$ cat src/rtl/vedic_div_pkg.sv
// Shared definitions for the 16/8 restoring divider.
// Contents: operand widths, the last iteration index, and the FSM state type.
package vedic_div_pkg;

  localparam int DIVIDEND_W = 16;
  localparam int DIVISOR_W  = 8;

  // The counter runs 0..ITER_LAST, one quotient bit per value.
  localparam logic [3:0] ITER_LAST = 4'd15;

  typedef enum logic [1:0] {
    IDLE = 2'd0,
    RUN  = 2'd1,
    FIN  = 2'd2
  } state_e;

endpackage

$ cat src/rtl/vedic_div_step.sv
// One combinational restoring-division step.
// Ports:
//   rem_in   - 9-bit partial remainder from the previous step
//   bit_in   - next dividend bit (MSB first)
//   div      - 8-bit divisor
//   rem_out  - partial remainder after this step
//   q_bit    - quotient bit resolved by this step
module vedic_div_step
  import vedic_div_pkg::*;
(
  input  logic [8:0]           rem_in,
  input  logic                 bit_in,
  input  logic [DIVISOR_W-1:0] div,
  output logic [8:0]           rem_out,
  output logic                 q_bit
);

  logic [8:0] p;
  logic       ge;

  always_comb begin
    p  = {rem_in[7:0], bit_in};
    // rem_in[8] stays clear while rem < div holds; if it were ever set the
    // shifted value is certainly >= div, so it forces a subtract.
    ge = rem_in[8] | (p >= {1'b0, div});
    rem_out = ge ? (p - {1'b0, div}) : p;
    q_bit   = ge;
  end

endmodule

$ cat src/rtl/vedic_div_16x8.sv
// Sequential restoring divider: 16-bit dividend / 8-bit divisor, one
// quotient bit per clock, behind a start/busy/done handshake.
// Ports:
//   clk, rst     - clock, asynchronous active-high reset
//   start        - request a division (ignored while busy)
//   a, b         - dividend, divisor (latched on accept)
//   busy         - iteration in progress
//   done         - one-cycle pulse when q/r/dz update
//   q, r         - quotient, remainder (held until the next done)
//   dz           - divide-by-zero flag, valid with done
// Build option: define VEDIC_DIV_ZERO_CHECK_EN to short-circuit b==0 to an
// immediate result with dz=1; otherwise b==0 runs all 16 iterations and
// dz is tied low.
module vedic_div_16x8
  import vedic_div_pkg::*;
(
  input  logic                  clk,
  input  logic                  rst,
  input  logic                  start,
  input  logic [DIVIDEND_W-1:0] a,
  input  logic [DIVISOR_W-1:0]  b,
  output logic                  busy,
  output logic                  done,
  output logic [DIVIDEND_W-1:0] q,
  output logic [DIVISOR_W-1:0]  r,
  output logic                  dz
);

  state_e                state_q, state_d;
  logic [3:0]            count_q, count_d;
  // Dividend bits shift out of the top while quotient bits shift in below.
  logic [DIVIDEND_W-1:0] dvd_q, dvd_d;
  logic [8:0]            rem_q, rem_d;
  logic [DIVISOR_W-1:0]  div_q, div_d;
  logic [DIVIDEND_W-1:0] q_q, q_d;
  logic [DIVISOR_W-1:0]  r_q, r_d;
  logic                  busy_q, busy_d;
  logic                  done_q, done_d;
`ifdef VEDIC_DIV_ZERO_CHECK_EN
  logic                  dz_q, dz_d;
`endif

  logic [8:0] rem_next;
  logic       q_bit;

  vedic_div_step u_step (
    .rem_in  (rem_q),
    .bit_in  (dvd_q[DIVIDEND_W-1]),
    .div     (div_q),
    .rem_out (rem_next),
    .q_bit   (q_bit)
  );

  // NOTE: every _d gets a default first so no path through the case
  // leaves a variable unassigned, which would infer a latch.
  always_comb begin
    state_d = state_q;
    count_d = count_q;
    dvd_d   = dvd_q;
    rem_d   = rem_q;
    div_d   = div_q;
    q_d     = q_q;
    r_d     = r_q;
    busy_d  = 1'b0;
    done_d  = 1'b0;
`ifdef VEDIC_DIV_ZERO_CHECK_EN
    dz_d    = dz_q;
`endif

    case (state_q)
      IDLE, FIN: begin
        if (start) begin
          dvd_d   = a;
          div_d   = b;
          rem_d   = '0;
          count_d = '0;
          state_d = RUN;
          busy_d  = 1'b1;
`ifdef VEDIC_DIV_ZERO_CHECK_EN
          if (b == '0) begin
            state_d = FIN;
            busy_d  = 1'b0;
            done_d  = 1'b1;
            q_d     = '1;
            r_d     = a[DIVISOR_W-1:0];
            dz_d    = 1'b1;
          end
`endif
        end else begin
          state_d = IDLE;
        end
      end

      RUN: begin
        busy_d  = 1'b1;
        dvd_d   = {dvd_q[DIVIDEND_W-2:0], q_bit};
        rem_d   = rem_next;
        count_d = count_q + 4'd1;
        if (count_q == ITER_LAST) begin
          // Results come straight from the last step so they land on the
          // same edge that enters FIN.
          state_d = FIN;
          busy_d  = 1'b0;
          done_d  = 1'b1;
          q_d     = {dvd_q[DIVIDEND_W-2:0], q_bit};
          r_d     = rem_next[DIVISOR_W-1:0];
`ifdef VEDIC_DIV_ZERO_CHECK_EN
          dz_d    = 1'b0;
`endif
        end
      end

      default: state_d = IDLE;
    endcase
  end

  // NOTE: state registers use non-blocking assignments so every flop samples
  // the pre-edge values regardless of statement order.
  always_ff @(posedge clk or posedge rst) begin
    if (rst) begin
      state_q <= IDLE;
      count_q <= '0;
      dvd_q   <= '0;
      rem_q   <= '0;
      div_q   <= '0;
      q_q     <= '0;
      r_q     <= '0;
      busy_q  <= 1'b0;
      done_q  <= 1'b0;
`ifdef VEDIC_DIV_ZERO_CHECK_EN
      dz_q    <= 1'b0;
`endif
    end else begin
      state_q <= state_d;
      count_q <= count_d;
      dvd_q   <= dvd_d;
      rem_q   <= rem_d;
      div_q   <= div_d;
      q_q     <= q_d;
      r_q     <= r_d;
      busy_q  <= busy_d;
      done_q  <= done_d;
`ifdef VEDIC_DIV_ZERO_CHECK_EN
      dz_q    <= dz_d;
`endif
    end
  end

  assign busy = busy_q;
  assign done = done_q;
  assign q    = q_q;
  assign r    = r_q;
`ifdef VEDIC_DIV_ZERO_CHECK_EN
  assign dz   = dz_q;
`else
  assign dz   = 1'b0;
`endif

endmodule

$ cat config.mk
export PLATFORM = sky130hd
export DESIGN_NAME = vedic_div_16x8
export DESIGN_NICKNAME = d
export VERILOG_FILES = /design/src/rtl/vedic_div_pkg.sv /design/src/rtl/vedic_div_step.sv /design/src/rtl/vedic_div_16x8.sv
export SDC_FILE = /design/constraint.sdc
export NUM_CORES = 1
export LEC_CHECK = 0
export ABC_CLOCK_PERIOD_IN_PS = 2600
export BUFFER_PORTS_ARGS = -buffer_cell sky130_fd_sc_hd__clkbuf_2
export CAP_MARGIN = 10
export CORE_MARGIN = 3
export CORE_UTILIZATION = 55
export CTS_CLUSTER_SIZE = 40
export DETAILED_ROUTE_END_ITERATION = 10
export PLACE_DENSITY_LB_ADDON = 0.1
export SYNTH_ARGS = -nofsm -noshare
export SYNTH_HDL_FRONTEND = slang
export SYNTH_SLANG_ARGS = --single-unit
$ cat constraint.sdc
create_clock -name clk -period 2.6 [get_ports clk]
set_input_delay 0.26 -clock clk [delete_from_list [all_inputs] [get_ports clk]]
set_output_delay 0.26 -clock clk [all_outputs]
set_load 0.01 [all_outputs]
==> reports/results.tsv <==
metric	value	unit
power.leakage	0.001803	µW
io_pins	54	
antenna_found_initial	0	
globalplace.congestion	0.8367	
routed_wl	7.105	mm
grt_util_met3	6.250	%
pwr_density_cell	1496	nW/µm²
cts_tree	built	
fp.dieArea	6680	µm²
status	complete, no violations	
path_max_fanout	11	
drtAntennaViolNets	0	
nets	414	
wire_per_inst	15.72	µm
period_needed	2.354	ns
start_util	59.12	%
grt_pass1_vias	2368	
final.setup.tns	0	ns
ff2ff_setup_slack	0.25	ns
slowest_stage	o211ai_1	
yosysSeqAreaShare	51.57	%
grt.total_usage	23.55	%
cts_resized	0	
drv_cap	0	
synth-compound-area-share	17.33	%
num-fill-cells	452	
drc	0	
synthDistinctLibCells	57	
cts-root-buf	clkbuf_8	
min_from	a[8]	
hp-class	primary input to register	
placementRows	26	
synth_mux_area_share	0.7140	%
multi_input_area	1355	µm²
fin_ws	0.2463	ns
synth_top_family_by_area	simple AND/OR/NAND/NOR gates	
slew_violations	0	
grt_pass1_wl	11.69	mm
first_pass_iters	4	
antenna_cells	0	
numCtsBuffers	9	
dieHeight	81.73	µm
hold_viol	0	
clkSlewWorstSetupHoldPaths	0.08	ns
seq_area	1627	µm²
vias_per_cell	5.584	
syn_area_per_cell	9.617	µm²
holdPathEnd	dvd_q[8]	
cts_buffer_depth	2	
synthesis.instances	328	
clock.fmax	424.9	MHz
crit_cells	6	
syn-num-nets	365	
crit_type	register to register	
place_inst	435	
vias	2524	
grtUsageMet2	32.96	%
area_growth	16.03	%
ys_ff_latch	65	
place_ws	0.2908	ns
worstPathRequired	2.85	ns
drt_iter0_drc	108	
yosysWarnings	0	
synthFlopType	dfrtp_1	
grt.met1_usage	35.57	%
rr_endpoint	r[4]	
die_w	81.73	µm
drive_gt1_share	23.82	%
layout_common_cells	nand2_1, dfrtp_1, clkbuf_2	
reg2reg_from	rem_q[5]	
clk_latency	0.35	ns
fin_cells	452	
synthArstFlopShare	100.0	%
fin_total_pwr	5473	µW
rsz0062_at_grt	false	
cpLargestDelayFamily	compound AO/OA/AOI/OAI gates	
maxSlewHeadroom	40.09	%
cts_max_level	3	
ir_drop	0.7538	mV
post-route-period-util	90.53	%
cp_num_buf_inv	0	
synthSimpleGateAreaFrac	19.40	%
finalSetupViolCount	0	
design.core.area	5335	µm²
synth_fa_ha_area_share	4.205	%
numClockSinks	65	
endpoint_kind	register	
final_common_cell	nand2_1	
synth-xor-area-share	1.111	%
path_cells	ha_1 > a21oi_4 > nand2_1 > o211ai_1 > a21oi_1 > o31ai_1	
crit_path_max_incr_delay	0.73	ns
min_path_cells	3	
synth_edf_count	0	
place_hpwl	4.678	mm
hold_buffers	1	
grt_max_degree	39	
reg2reg_depth	6	
tightest_slew	0.8948	ns
cp_data_arrival_time	2.60	ns
post-cts-setup-buffer-count	0	
startpoint_type	register	
fin_skew	0.01041	ns
numPortBuffers	52	
busiest_layer	met1	
synth_area	3154	µm²
grt.overflow.total	0	
worst reg2reg max path: cells and delay by family, from the launching register on:
| kind | cells | cell delay, ns |
|---|---|---|
| AOI/OAI and AO/OA | 4 | 1.34 |
| DFF | 1 | 0.40 |
| and+or+nand+nor | 1 | 0.11 |
| adders and majority gates | 1 | 0.42 |
synthesized netlist by cell type (2+ instances only):
cell,n,area [µm²]
nand2_1,99,371.6
a22oi_1,15,112.6
nand3b_1,2,15.01
buf_2,3,15.01
o311ai_1,2,17.52
clkbuf_1,9,33.78
xor2_1,3,26.28
inv_1,12,45.04
buf_4,2,15.01
nor3_1,4,20.02
o21ai_0,17,85.08
nand2b_1,2,12.51
ha_1,9,112.6
nor2_2,3,18.77
a21o_1,3,22.52
buf_6,3,33.78
dfrtp_1,65,1627
clkbuf_8,2,27.53
nand4_1,8,50.05
a211oi_2,2,25.02
nor2_1,6,22.52
a22o_1,2,17.52
mux2_2,2,22.52
a21oi_1,8,40.04
a32o_1,2,20.02
nand3_1,4,20.02
o31ai_1,4,30.03
o211ai_1,5,37.54
or3_1,2,12.51
report_power, final:
| part | leakage, µW | total (µW) | switching (µW) | internal, µW |
|---|---|---|---|---|
| Combinational | 0.000883 | 2710 | 1620 | 1100 |
| Sequential | 0.000806 | 1790 | 302 | 1490 |
| Clock | 0.000114 | 968 | 419 | 549 |
flip-flops by register name, indices dropped and copies added (netlist names):
register,count
q,16
count_q,4
busy,1
dvd_q,16
div_q,8
rem_q,9
r,8
state_q,2
done,1
metal layers:
metal	vias to the layer above	part of all wire (%)
li1	1230	-
met1	1191	49
met2	96	43
met3	7	7.2
met4	0	1.2
met5	-	0
cell families after synthesis:
| logic type | Yosys count |
|---|---|
| AOI/OAI and AO/OA | 75 |
| muxes | 2 |
| xor gates and xnor gates | 4 |
| and+or+nand+nor | 139 |
| buffers and inverters | 32 |
| other | 1 |
| adders and majority gates | 10 |
| DFF | 65 |
worst max path at each step:
stage | startpoint | endpoint | slack [ns]
final | rem_q[5] | r[4] | 0.25
after global placement | rem_q[3] | r[4] | 0.36
after global routing | rem_q[5] | rem_q[4] | 0.09
after detailed placement | rem_q[5] | rem_q[4] | 0.29
after CTS | rem_q[5] | rem_q[4] | 0.28
after floorplan | rem_q[3] | rem_q[2] | 0.66
stage by stage:
step	util (%)	hold slack [ns]	cell area (µm²)
2_1_floorplan	-	0.3768	3154
3_3_place_gp	64.14	0.3519	3422
3_5_place_dp	64.14	0.3506	3422
4_1_cts	68.60	0.1189	3660
5_1_grt	68.60	0.1132	3660
6_report	68.60	0.1198	3660
final cells by class:
| cell class | count | area share (%) |
|---|---|---|
| clock buffer | 9 | 3.385 |
| sequential | 65 | 44.44 |
| inverter | 13 | 1.368 |
| timing repair buffer | 57 | 8.547 |
| multi-input combinational | 231 | 37.03 |
| tap | 70 | 2.393 |
| clock inverter | 7 | 2.838 |
Note: power is estimated with default switching activity, not from simulation.
